[src/rtl/uart_tx_fifo_if.sv]
// Byte stream between the TX FIFO and the UART transmitter.
//   m_axis_tdata  : head-of-queue byte (FIFO -> transmitter)
//   m_axis_tvalid : head byte is valid (FIFO -> transmitter)
//   m_axis_tready : transmitter accepts the head byte (transmitter -> FIFO)
// master: the FIFO side that drives the stream. slave: the transmitter side.
interface uart_tx_fifo_if #(
  parameter int unsigned WIDTH = 8
) ();

  logic [WIDTH-1:0] m_axis_tdata;
  logic             m_axis_tvalid;
  logic             m_axis_tready;

  modport master (
    output m_axis_tdata,
    output m_axis_tvalid,
    input  m_axis_tready
  );

  modport slave (
    input  m_axis_tdata,
    input  m_axis_tvalid,
    output m_axis_tready
  );

endinterface

[src/rtl/uart_tx_fifo.sv]
// First-word fall-through byte FIFO feeding the UART transmitter.
// Absorbs single-cycle write strobes from the application and presents them one
// byte at a time over a valid/ready stream. Everything runs in the serial clock domain.
//   clk        : serial clock, rising edge
//   nrst       : synchronous active-low reset
//   wr_en      : push strobe, one byte per high cycle
//   wr_data    : byte to push
//   flush      : synchronous clear of all queued data (overflow untouched)
//   clear_ovf  : clears the sticky overflow flag
//   full       : count == DEPTH
//   count      : number of stored entries, 0..DEPTH
//   overflow   : sticky, a push was dropped because the FIFO was full
//   m_axis     : head-of-queue stream to the transmitter (master side)
module uart_tx_fifo #(
  parameter int unsigned WIDTH = 8,
  parameter int unsigned DEPTH = 16,
  localparam int unsigned AW   = $clog2(DEPTH)
) (
  input  logic                  clk,
  input  logic                  nrst,
  input  logic                  wr_en,
  input  logic [WIDTH-1:0]      wr_data,
  input  logic                  flush,
  input  logic                  clear_ovf,
  output logic                  full,
  output logic [AW:0]           count,
  output logic                  overflow,
  uart_tx_fifo_if.master        m_axis
);

  localparam logic [AW:0]   DepthCnt = (AW+1)'(DEPTH);
  localparam logic [AW-1:0] PtrOne   = AW'(1);

  logic [WIDTH-1:0] mem_q [DEPTH];

  logic [AW-1:0]    wr_ptr_q, wr_ptr_d;
  logic [AW-1:0]    rd_ptr_q, rd_ptr_d;
  logic [AW-1:0]    rd_ptr_inc;
  logic [AW:0]      count_q, count_d;
  logic             full_q, full_d;
  logic             tvalid_q, tvalid_d;
  logic [WIDTH-1:0] tdata_q, tdata_d;
  logic             ovf_q, ovf_d;
  logic             pop, push, drop;

  always_comb begin
    pop        = tvalid_q & m_axis.m_axis_tready;
    // A pop in the same cycle frees the slot, so a push at full is still accepted.
    push       = wr_en & ~flush & (~full_q | pop);
    drop       = wr_en & ~flush & full_q & ~pop;
    rd_ptr_inc = rd_ptr_q + PtrOne;

    wr_ptr_d = wr_ptr_q;
    rd_ptr_d = rd_ptr_q;
    count_d  = count_q;
    full_d   = full_q;
    tvalid_d = tvalid_q;
    tdata_d  = tdata_q;

    // A drop outranks a clear in the same cycle.
    if (drop) begin
      ovf_d = 1'b1;
    end else if (clear_ovf) begin
      ovf_d = 1'b0;
    end else begin
      ovf_d = ovf_q;
    end

    if (flush) begin
      wr_ptr_d = '0;
      rd_ptr_d = '0;
      count_d  = '0;
      full_d   = 1'b0;
      tvalid_d = 1'b0;
    end else begin
      if (push) wr_ptr_d = wr_ptr_q + PtrOne;
      if (pop)  rd_ptr_d = rd_ptr_inc;
      count_d  = count_q + (AW+1)'(push) - (AW+1)'(pop);
      full_d   = (count_d == DepthCnt);
      tvalid_d = (count_d != '0);

      // Registered head: load the entry that becomes the head after this edge.
      // With two or more stored, the successor is already in memory and cannot be
      // the slot being written (that would need count == DEPTH + 1).
      if (pop) begin
        if (count_q > (AW+1)'(1)) begin
          tdata_d = mem_q[rd_ptr_inc];
        end else if (push) begin
          tdata_d = wr_data;
        end
      end else if ((count_q == '0) && push) begin
        tdata_d = wr_data;
      end
    end
  end

  // Storage is deliberately left without reset.
  always_ff @(posedge clk) begin
    if (nrst && push) begin
      mem_q[wr_ptr_q] <= wr_data;
    end
  end

  always_ff @(posedge clk) begin
    if (!nrst) begin
      wr_ptr_q <= '0;
      rd_ptr_q <= '0;
      count_q  <= '0;
      full_q   <= 1'b0;
      tvalid_q <= 1'b0;
      tdata_q  <= '0;
      ovf_q    <= 1'b0;
    end else begin
      wr_ptr_q <= wr_ptr_d;
      rd_ptr_q <= rd_ptr_d;
      count_q  <= count_d;
      full_q   <= full_d;
      tvalid_q <= tvalid_d;
      tdata_q  <= tdata_d;
      ovf_q    <= ovf_d;
    end
  end

  assign full                 = full_q;
  assign count                = count_q;
  assign overflow             = ovf_q;
  assign m_axis.m_axis_tdata  = tdata_q;
  assign m_axis.m_axis_tvalid = tvalid_q;

endmodule

[src/flat_wrapper.sv]
// flat-port wrapper written by rule: the top's interface ports become plain ports
module uart_tx_fifo_flat 
#(
  parameter int unsigned WIDTH = 8,
  parameter int unsigned DEPTH = 16,
  localparam int unsigned AW   = $clog2(DEPTH)
)
  (clk, nrst, wr_en, wr_data, flush, clear_ovf, full, count, overflow, m_axis_m_axis_tdata, m_axis_m_axis_tvalid, m_axis_m_axis_tready);
  uart_tx_fifo_if #(.WIDTH(WIDTH)) m_axis_i ();
  input  logic clk;
  input  logic nrst;
  input  logic wr_en;
  input  logic [WIDTH-1:0] wr_data;
  input  logic flush;
  input  logic clear_ovf;
  output logic full;
  output logic [AW:0] count;
  output logic overflow;
  output wire logic [$bits(m_axis_i.m_axis_tdata)-1:0] m_axis_m_axis_tdata;
  output wire logic [$bits(m_axis_i.m_axis_tvalid)-1:0] m_axis_m_axis_tvalid;
  input wire logic [$bits(m_axis_i.m_axis_tready)-1:0] m_axis_m_axis_tready;
  assign m_axis_m_axis_tdata = m_axis_i.m_axis_tdata;
  assign m_axis_m_axis_tvalid = m_axis_i.m_axis_tvalid;
  assign m_axis_i.m_axis_tready = m_axis_m_axis_tready;
  uart_tx_fifo #(.WIDTH(WIDTH), .DEPTH(DEPTH)) u_core (.clk(clk), .nrst(nrst), .wr_en(wr_en), .wr_data(wr_data), .flush(flush), .clear_ovf(clear_ovf), .full(full), .count(count), .overflow(overflow), .m_axis(m_axis_i));
endmodule
[config.mk]
export PLATFORM = sky130hd
export DESIGN_NAME = uart_tx_fifo_flat
export DESIGN_NICKNAME = d
export VERILOG_FILES = /design/src/rtl/uart_tx_fifo_if.sv /design/src/rtl/uart_tx_fifo.sv /design/src/flat_wrapper.sv
export SDC_FILE = /design/constraint.sdc
export NUM_CORES = 1
export LEC_CHECK = 0
export CORE_ASPECT_RATIO = 0.5
export CORE_UTILIZATION = 33
export DETAILED_ROUTE_END_ITERATION = 16
export REMOVE_ABC_BUFFERS = 1
export SLEW_MARGIN = 20
export SYNTH_ARGS = -nofsm -noshare
export SYNTH_HDL_FRONTEND = slang
export SYNTH_SLANG_ARGS = --single-unit
[constraint.sdc]
create_clock -name clk -period 4.63 [get_ports clk]
set_input_delay 1.1575 -clock clk [delete_from_list [all_inputs] [get_ports clk]]
set_output_delay 1.1575 -clock clk [all_outputs]
set_load 0.01 [all_outputs]
# Word level (Yosys, flattened, before mapping)
# Memory sizes are Yosys's and may differ from the RTL's.
# Cells that the tools add are included.
# word_totals
ramBits	128
output_inout_bits	16
n_memories	1
inputBits	14
word_cells	41
ff_bits	24
# memory_table
memory	depth	width	read_ports	rd_clocked_by_memory_dff	write_ports	line_no	source
u_core.mem_q	16	8	1	0	1	uart_tx_fifo.sv:34	logic [WIDTH-1:0] mem_q [DEPTH];
# op_classes
muxes	8
eq_ne	2
reduce_logical	8
bitwise_logic	10
n_addsub	4
n_lt_le_gt_ge	1
# op_table
operator	n
$mux 8	4
$add 4x1->4 const B	2
$add 5x1->5	1
$and 1x1->1	5
$eq 5x5->1 const B	1
$gt 5x1->1 const B	1
$logic_not 5->1	1
$reduce_bool 5->1	1
$sub 5x1->5	1
$mux 1	4
$not 1->1	4
$reduce_bool 2->1	2
$ne 3x3->1 const B	1
$reduce_and 3->1	1
$logic_and 1x1->1	2
$reduce_or 2->1	1
$or 1x1->1	1

# Longest topological paths before layout
# Gate-level depths: netlist of the first run.
# depth
ltp_word	6
mapped_depth	10
ltp_nobuf	10

# Worst setup path before layout of the first run
# Ideal clock, no wire load.
# synth_timing
path_type	input to register
from	input m_axis_m_axis_tready
to	register u_core.tvalid_q, in the netlist u_core.m_axis.m_axis_tvalid
n_path_buf	0
setup_slack_ns	1.629
arrival_ns	2.861
setup_time_ns	0.140
cell_stages	10
required_time_ns	4.490
cell_sequence	nand2_1 -> inv_1 -> ha_1 -> inv_1 -> ha_1 -> fa_1 -> a21oi_1 -> o21bai_1 -> xor2_1 -> a41oi_1
# synth_via
elab_chain_len	6
# synth_rtl
item	line_no	source
start, declared	flat_wrapper.sv:21	input wire logic [$bits(m_axis_i.m_axis_tready)-1:0] m_axis_m_axis_tready;
$and 1x1->1 *	uart_tx_fifo.sv:47	pop = tvalid_q & m_axis.m_axis_tready;
via u_core.pop	uart_tx_fifo.sv:44	logic pop, push, drop;
$or 1x1->1	uart_tx_fifo.sv:49	push = wr_en & ~flush & (~full_q | pop);
$and 1x1->1	uart_tx_fifo.sv:49	
$add 5x1->5	uart_tx_fifo.sv:78	count_d = count_q + (AW+1)'(push) - (AW+1)'(pop);
$sub 5x1->5 *	uart_tx_fifo.sv:78	
$reduce_bool 5->1 *	uart_tx_fifo.sv:80	tvalid_d = (count_d != '0);
end signal, assigned	uart_tx_fifo.sv:118	tvalid_q <= tvalid_d;
end, declared	uart_tx_fifo.sv:41	logic tvalid_q, tvalid_d;
# The timed path passes the listed nets; every way through them passes the cells marked *.
# A chain may end at the register's enable or synchronous reset.

# Worst setup path in the final report of the first run
# Ends and elaborated chain as after synthesis.

==> results by group, run 1 <==
Synth
  • Count of flip-flops with a built-in enable after synthesis: 128
  • Seq/Total Area, Yosys: 69.29%
  • Proportion of register bits with asynchronous set or reset after synthesis: 0%
  • Count of synthesis-stage warnings from yosys: 0
  • Primary FF master, synth: sky130_fd_sc_hd__edfxtp_1
  • Mapped Cells: 364
  • Synth Register Bits: 152
  • Number of library cell types mapped by synthesis: 39
  • Post-synthesis instance area: 0.006241 mm2
  • Avg Synthesized Cell Area: 17.15 um2

Die
  • Die ar.: 0.01950 mm2
  • # rows: 35
  • Floorplan core area: 0.01844 mm2
  • Die W: 196.5 um
  • Number of ports placed on the die boundary: 30
  • Die Span Y: 99.24 um
  • Effective utilization at floorplan: 33.85%

GRT
  • GRT Total Usage: 13.78%
  • Remaining global-route overflow: 0
  • Largest net degree at the start of global routing: 27
  • Vias in the first global route: 3332
  • First-pass GRT wire length: 19.45 mm
  • Initial antenna violation count: 0

Final layout
  • Antenna Diode Count: 0
  • Final layout net count: 435
  • Filler cell count in the final layout: 1652
  • Layout-stage area growth over the synthesis result: 19.21%
  • Commonest cells after routing, fill and taps aside: 128 x sky130_fd_sc_hd__edfxtp_1, 34 x sky130_fd_sc_hd__nand2_1, 29 x sky130_fd_sc_hd__clkdlybuf4s50_1
  • Most common cell after layout, fill and taps aside: sky130_fd_sc_hd__edfxtp_1
  • Non-filler cells, final: 678
  • Share of post-route cells with drive strength above 1: 15.04%

Pwr
  • Relative contribution of the clock network to total power: 44.2%
  • Leakage power of the design: 2.379 nW
  • Internal cell power: 2.436 mW
  • Switching part of the total power: 23.53%
  • Combinational group share of total power: 8.3%
  • Switching power: 749.6 uW
  • Maximum vdd ir drop: 0.0002733 V
  • P per Cell Area: 428.2 mW/mm2
  • Part of the power in registers: 47.6%

Timing
  • Final number of hold-violating endpoints: 0
  • Total count of max-transition violations in the final report: 0
  • Unrepaired setup endpoints after global routing: false
  • Rel. slew slack: 31.49%
  • Highest achievable clock rate: 311.5 MHz
  • Minimum clock period: 3.210 ns
  • Slew at the pin closest to its max-slew limit: 1.023 ns
  • Final period util: 69.33%
  • Endpoints failing setup: 0
  • Clock Skew: 0.009684 ns
  • Worst Hold Margin: 0.4896 ns
  • Setup tns final: 0 ns

CTS
  • Number of CTS-inserted buffers: 17
  • CTS Buffer Depth: 2
  • Clock-pin slew on the worst setup and hold paths: 0.07 ns
  • Insertion delay to the later sink of the worst-skew pair: 0.42 ns
  • Number of sinks driven by the clock tree: 152
  • Master cell of the clock root buffer: sky130_fd_sc_hd__clkbuf_16
  • Post_cts resized: 0
  • Hold-fix buffers, CTS: 0
  • Maximum level of the CTS H-tree: 4
  • Clock tree from TritonCTS: built
  • Post-CTS repair timing setup buffer count: 0

Worst setup path
  • Flop2flop setup slack: 2.07 ns
  • Source of the worst register-to-register timing path: u_core.rd_ptr_q[1]
  • Startpoint-to-endpoint class of the critical path: primary input to flop
  • Sort of element at the start of the critical path: primary input
  • Critical R2R Capture: u_core.m_axis.m_axis_tdata[6]
  • Required arrival time at the worst endpoint: 4.91 ns
  • Largest driver fanout on the critical path: 7
  • Critical path startpoint: m_axis_m_axis_tready
  • End point of the critical path: u_core.m_axis.m_axis_tvalid
  • Data arrival time of the critical path: 3.49 ns
  • Critical path endpoint category: flop
  • Number of cells traversed by the worst register-to-register path: 7

Place
  • Port Buffer Count: 29
  • HPWL reported at the end of detailed placement: 8.210 mm
  • Final weighted congestion in routability-driven placement: 0.8374
  • Dpl cells: 646

Worst hold path
  • Worst min-delay path category: flop to flop
  • Hold Path Origin: u_core.rd_ptr_q[1]

Detailed routing
  • Post-route DRC: 0
  • Final wirelength: 12.63 mm
  • Number of vias per cell after detailed routing: 4.813
  • Wire length per cell after detailed routing: 18.63 um
  • Initial DRT Pass Iterations: 5
  • Number of nets with antenna violations after detailed routing: 0
  • Detailed router's first-iteration violation count: 287
  • Via count of the routed design: 3263

Outcome
  • Status: complete, no violations

Run
  • Maximum Capacitance Violations: 0
cell families after synthesis:
logic type,synth area share [%]
flip-flops,69.29
XOR/XNOR,1.664
buffers and inverters,2.025
multiplexers,13.67
AND/OR/NAND/NOR,6.195
adder cells (fa/ha/maj),3.128
AO/OA/AOI/OAI,4.030
power by group through the flow:
stage          registers (mW)  clock network, mW  logic [mW]
2_1_floorplan            1.55                  0       0.144
3_3_place_gp             1.55                  0       0.264
3_5_place_dp             1.55                  0       0.264
4_1_cts                  1.52               1.42       0.266
5_1_grt                  1.52               1.49       0.293
6_report                 1.52               1.41       0.263
how the worst min path moves through the flow:
stage	end	slack, ns	depth (start not counted)
detailed placement	u_core.m_axis.m_axis_tdata[6]	0.47	1
global route	u_core.m_axis.m_axis_tdata[6]	0.51	1
global placement	u_core.rd_ptr_q[1]	0.47	2
finish	u_core.rd_ptr_q[1]	0.49	2
floorplan	u_core.rd_ptr_q[1]	0.45	2
CTS	u_core.rd_ptr_q[1]	0.49	2
synth_stat cells, types with 2 or more instances:
cell | count | area, um2
sky130_fd_sc_hd__mux4_1 | 14 | 367.9
sky130_fd_sc_hd__nor3_1 | 2 | 10.01
sky130_fd_sc_hd__xor2_1 | 6 | 52.55
sky130_fd_sc_hd__xnor2_1 | 4 | 35.03
sky130_fd_sc_hd__edfxtp_1 | 128 | 3844
sky130_fd_sc_hd__mux2i_1 | 8 | 80.08
sky130_fd_sc_hd__clkbuf_1 | 4 | 15.01
sky130_fd_sc_hd__dfxtp_1 | 24 | 480.5
sky130_fd_sc_hd__nand3_1 | 12 | 60.06
sky130_fd_sc_hd__nor2_1 | 28 | 105.1
sky130_fd_sc_hd__nand2b_1 | 2 | 12.51
sky130_fd_sc_hd__and3_1 | 2 | 12.51
sky130_fd_sc_hd__mux4_2 | 18 | 405.4
sky130_fd_sc_hd__buf_2 | 5 | 25.02
sky130_fd_sc_hd__buf_6 | 3 | 33.78
sky130_fd_sc_hd__ha_1 | 14 | 175.2
sky130_fd_sc_hd__o21bai_1 | 2 | 15.01
sky130_fd_sc_hd__inv_1 | 13 | 48.80
sky130_fd_sc_hd__a41o_1 | 2 | 20.02
sky130_fd_sc_hd__or3_1 | 2 | 12.51
sky130_fd_sc_hd__nand3b_1 | 2 | 15.01
sky130_fd_sc_hd__nand2_1 | 34 | 127.6
sky130_fd_sc_hd__a221oi_1 | 8 | 70.07
sky130_fd_sc_hd__a21oi_1 | 5 | 25.02
sky130_fd_sc_hd__a22o_1 | 8 | 70.07
critical path: stages:
cell,delay (ns)
sky130_fd_sc_hd__clkdlybuf4s50_1,0.40
sky130_fd_sc_hd__nand2_1,0.20
sky130_fd_sc_hd__inv_1,0.16
sky130_fd_sc_hd__ha_1,0.30
sky130_fd_sc_hd__inv_1,0.04
sky130_fd_sc_hd__ha_1,0.22
sky130_fd_sc_hd__fa_1,0.40
sky130_fd_sc_hd__a21oi_1,0.17
sky130_fd_sc_hd__o21bai_1,0.09
sky130_fd_sc_hd__xor2_1,0.22
sky130_fd_sc_hd__a41oi_1,0.14
sequential cells by signal, indices dropped and copies added (netlist names):
register,flops
u_core.m_axis.m_axis_tdata,8
u_core.count,5
u_core.overflow,1
u_core.wr_ptr_q,4
u_core.mem_q,128
u_core.rd_ptr_q,4
u_core.full,1
u_core.m_axis.m_axis_tvalid,1
layout make-up:
| type | instances | area, um2 | area share, % |
|---|---|---|---|
| clock buffers | 17 | 425.4 | 5.718 |
| clock inverters | 15 | 180.2 | 2.422 |
| inverters | 13 | 48.80 | 0.6559 |
| multi-input cells | 186 | 1793 | 24.10 |
| flip-flops and latches | 152 | 4325 | 58.14 |
| well taps | 259 | 324.1 | 4.356 |
| repair buffers | 36 | 342.8 | 4.608 |
metal layers:
layer,global-route usage (%),wire (um)
met2,20.76,5662
met3,2.374,655
met5,0,0
met4,5.649,149
met1,19.83,6163
through the flow:
stage	area (um2)	total power [mW]	util (%)	setup slack, ns
2_1_floorplan	6163	1.698	-	1.222
3_3_place_gp	6832	1.809	37.05	1.049
3_5_place_dp	6834	1.809	37.07	0.9782
4_1_cts	7440	3.204	40.35	1.430
5_1_grt	7440	3.295	40.35	1.195
6_report	7440	3.186	40.35	1.420
(Power assumes the default switching activity.)
==> run 2: changes to the inputs <==
==> constraint.sdc (replaced) <==
create_clock -name clk -period 3.24 [get_ports clk]
set_input_delay 0.81 -clock clk [delete_from_list [all_inputs] [get_ports clk]]
set_output_delay 0.81 -clock clk [all_outputs]
set_load 0.01 [all_outputs]
==> results by group, run 2 (same netlist as run 1, synthesis figures left out) <==
Outcome
  • Status: complete, no violations

GRT
  • Remaining global-route overflow: 0 (unchanged)
  • Largest net degree at the start of global routing: 27 (unchanged)
  • First-pass GRT wire length: 20.21 mm (+3.9%)
  • Vias in the first global route: 3398 (+2.0%)
  • GRT Total Usage: 14.33% (+0.56 points)
  • Initial antenna violation count: 0 (unchanged)

Detailed routing
  • Number of nets with antenna violations after detailed routing: 0 (unchanged)
  • Post-route DRC: 0 (unchanged)
  • Wire length per cell after detailed routing: 18.52 um (-0.60%)
  • Number of vias per cell after detailed routing: 4.851 (+0.80%)
  • Detailed router's first-iteration violation count: 310 (+8.0%)
  • Via count of the routed design: 3420 (+4.8%)
  • Initial DRT Pass Iterations: 4 (-1)
  • Final wirelength: 13.06 mm (+3.4%)

Pwr
  • Switching part of the total power: 23.48% (-0.050 points)
  • Internal cell power: 3.499 mW (+44%)
  • Leakage power of the design: 2.523 nW (+6.1%)
  • Maximum vdd ir drop: 0.0003390 V (+24%)
  • Combinational group share of total power: 8.6% (+0.3 points)
  • Switching power: 1.074 mW (+43%)
  • Post-route total power: 4.573 mW (+44%)
  • Relative contribution of the clock network to total power: 44.1% (about the same)
  • Part of the power in registers: 47.4% (-0.2 points)
  • P per Cell Area: 598.4 mW/mm2 (+40%)

Worst hold path
  • Worst min-delay path category: flop to flop
  • Endpoint with the worst hold slack: u_core.rd_ptr_q[1]
  • Hold-critical path depth: 2 (unchanged)
  • Hold Path Origin: u_core.rd_ptr_q[1]

Timing
  • Clock Skew: 0.01388 ns (+0.004191 ns)
  • Slew at the pin closest to its max-slew limit: 0.7685 ns (-0.2543 ns)
  • Final setup margin: 0.6363 ns (-0.7839 ns)
  • Highest achievable clock rate: 384.1 MHz
  • Worst Hold Margin: 0.4878 ns (-0.001815 ns)
  • Minimum clock period: 2.604 ns
  • Final number of hold-violating endpoints: 0 (unchanged)
  • Endpoints failing setup: 0 (unchanged)
  • Final period util: 80.36%
  • Setup tns final: 0 ns (unchanged)
  • Rel. slew slack: 48.40% (+17 points)
  • Total count of max-transition violations in the final report: 0 (unchanged)
  • Unrepaired setup endpoints after global routing: false

Place
  • Instance area at placement: 0.007034 mm2 (+2.9%)
  • Final weighted congestion in routability-driven placement: 0.8147 (-2.7%)
  • Port Buffer Count: 29 (unchanged)
  • Setup slack after placement: 0.2078 ns (-0.7704 ns)
  • HPWL reported at the end of detailed placement: 8.556 mm (+4.2%)

CTS
  • Insertion delay to the later sink of the worst-skew pair: 0.42 ns (about the same)
  • Post_cts resized: 0 (unchanged)
  • Master cell of the clock root buffer: sky130_fd_sc_hd__clkbuf_16
  • Number of CTS-inserted buffers: 17 (unchanged)
  • Maximum level of the CTS H-tree: 4 (unchanged)
  • CTS Buffer Depth: 2 (unchanged)
  • Post-CTS repair timing setup buffer count: 0 (unchanged)
  • Clock-pin slew on the worst setup and hold paths: 0.07 ns (about the same)
  • Clock tree from TritonCTS: built
  • Number of sinks driven by the clock tree: 152 (unchanged)
  • Hold-fix buffers, CTS: 0 (unchanged)

Worst setup path
  • Data arrival time of the critical path: 2.87 ns (-0.62 ns)
  • Flop2flop setup slack: 0.84 ns (-1.23 ns)
  • Critical R2R Capture: u_core.m_axis.m_axis_tdata[4]
  • Critical path endpoint category: flop
  • Source of the worst register-to-register timing path: u_core.rd_ptr_q[1]
  • Largest driver fanout on the critical path: 3 (-4)
  • Sort of element at the start of the critical path: primary input
  • Startpoint-to-endpoint class of the critical path: primary input to flop
  • Required arrival time at the worst endpoint: 3.51 ns (-1.40 ns)
  • Number of cells traversed by the worst register-to-register path: 6 (-1)

Die
  • Die W: 196.5 um (unchanged)
  • Effective utilization at floorplan: 33.85% (unchanged)
  • # rows: 35 (unchanged)
  • Number of ports placed on the die boundary: 30 (unchanged)
  • Floorplan core area: 0.01844 mm2 (unchanged)
  • Die Span Y: 99.24 um (unchanged)
  • Die ar.: 0.01950 mm2 (unchanged)

Final layout
  • Most flops, register: u_core.mem_q
  • Filler cell count in the final layout: 1632 (-1.2%)
  • Multi-input gate area: 0.001790 mm2 (-0.14%)
  • Commonest cells after routing, fill and taps aside: 128 x sky130_fd_sc_hd__edfxtp_1, 34 x sky130_fd_sc_hd__nand2_1, 34 x sky130_fd_sc_hd__buf_4
  • Post-route design area: 0.007641 mm2 (+2.7%)
  • Most common cell after layout, fill and taps aside: sky130_fd_sc_hd__edfxtp_1
  • Final layout net count: 462 (+6.2%)
  • Area taken by flip-flops and latches: 0.004325 mm2 (unchanged)
  • Largest register FFs: 128 (unchanged)
  • Layout-stage area growth over the synthesis result: 22.43%
  • Antenna Diode Count: 0 (unchanged)
  • Share of post-route cells with drive strength above 1: 19.73% (+4.7 points)

Run
  • Maximum Capacitance Violations: 0 (unchanged)
## run 2: power by group through the flow
stage	combinational, mW	clock, mW	sequential [mW]
floorplan	0.206	0	2.22
detailed placement	0.395	0	2.21
finish	0.393	2.01	2.17
global route	0.436	2.13	2.17
CTS	0.396	2.05	2.17
global placement	0.388	0	2.21
## run 2: worst max-delay path, cell delays in order
cell	delay [ns]
sky130_fd_sc_hd__clkdlybuf4s50_1	0.40
sky130_fd_sc_hd__nand2_1	0.08
sky130_fd_sc_hd__inv_1	0.05
sky130_fd_sc_hd__ha_1	0.26
sky130_fd_sc_hd__inv_1	0.04
sky130_fd_sc_hd__ha_1	0.21
sky130_fd_sc_hd__fa_1	0.41
sky130_fd_sc_hd__a21oi_1	0.17
sky130_fd_sc_hd__o21bai_1	0.09
sky130_fd_sc_hd__xor2_1	0.21
sky130_fd_sc_hd__a41oi_1	0.14
## run 2: stage by stage
step | utilization, % | cells
after floorplan | - | 351
after global placement | 38.15 | 673
after detailed placement | 38.15 | 673
after CTS | 41.45 | 705
after global routing | 41.45 | 705
final | 41.45 | 705
## run 2: final cells by class
class | instances | share of cell area (%)
Clock inverter | 14 | 2.325
Timing Repair Buffer | 63 | 7.139
Sequential cell | 152 | 56.61
Multi-Input combinational cell | 186 | 23.43
Clock buffer | 18 | 5.617
Tap cell | 259 | 4.241
Inverter | 13 | 0.6386
## run 2: worst max path at each step
stage               slack (ns)                            end  cells after the start            startpoint
global route              0.46    u_core.m_axis.m_axis_tvalid                     11  m_axis_m_axis_tready
finish                    0.64    u_core.m_axis.m_axis_tvalid                     11  m_axis_m_axis_tready
global placement          0.25    u_core.m_axis.m_axis_tvalid                     11  m_axis_m_axis_tready
detailed placement        0.21    u_core.m_axis.m_axis_tvalid                     11  m_axis_m_axis_tready
floorplan                -0.17  u_core.m_axis.m_axis_tdata[2]                      5    u_core.rd_ptr_q[0]
CTS                       0.65    u_core.m_axis.m_axis_tvalid                     11  m_axis_m_axis_tready
## run 2: metal layers
metal	track usage [%]	up-vias	part of all wire (%)
met5	0	-	0
met4	4.207	0	1.0
met3	3.154	12	5.5
met2	21.77	102	45
met1	20.65	1739	48
li1	-	1567	-
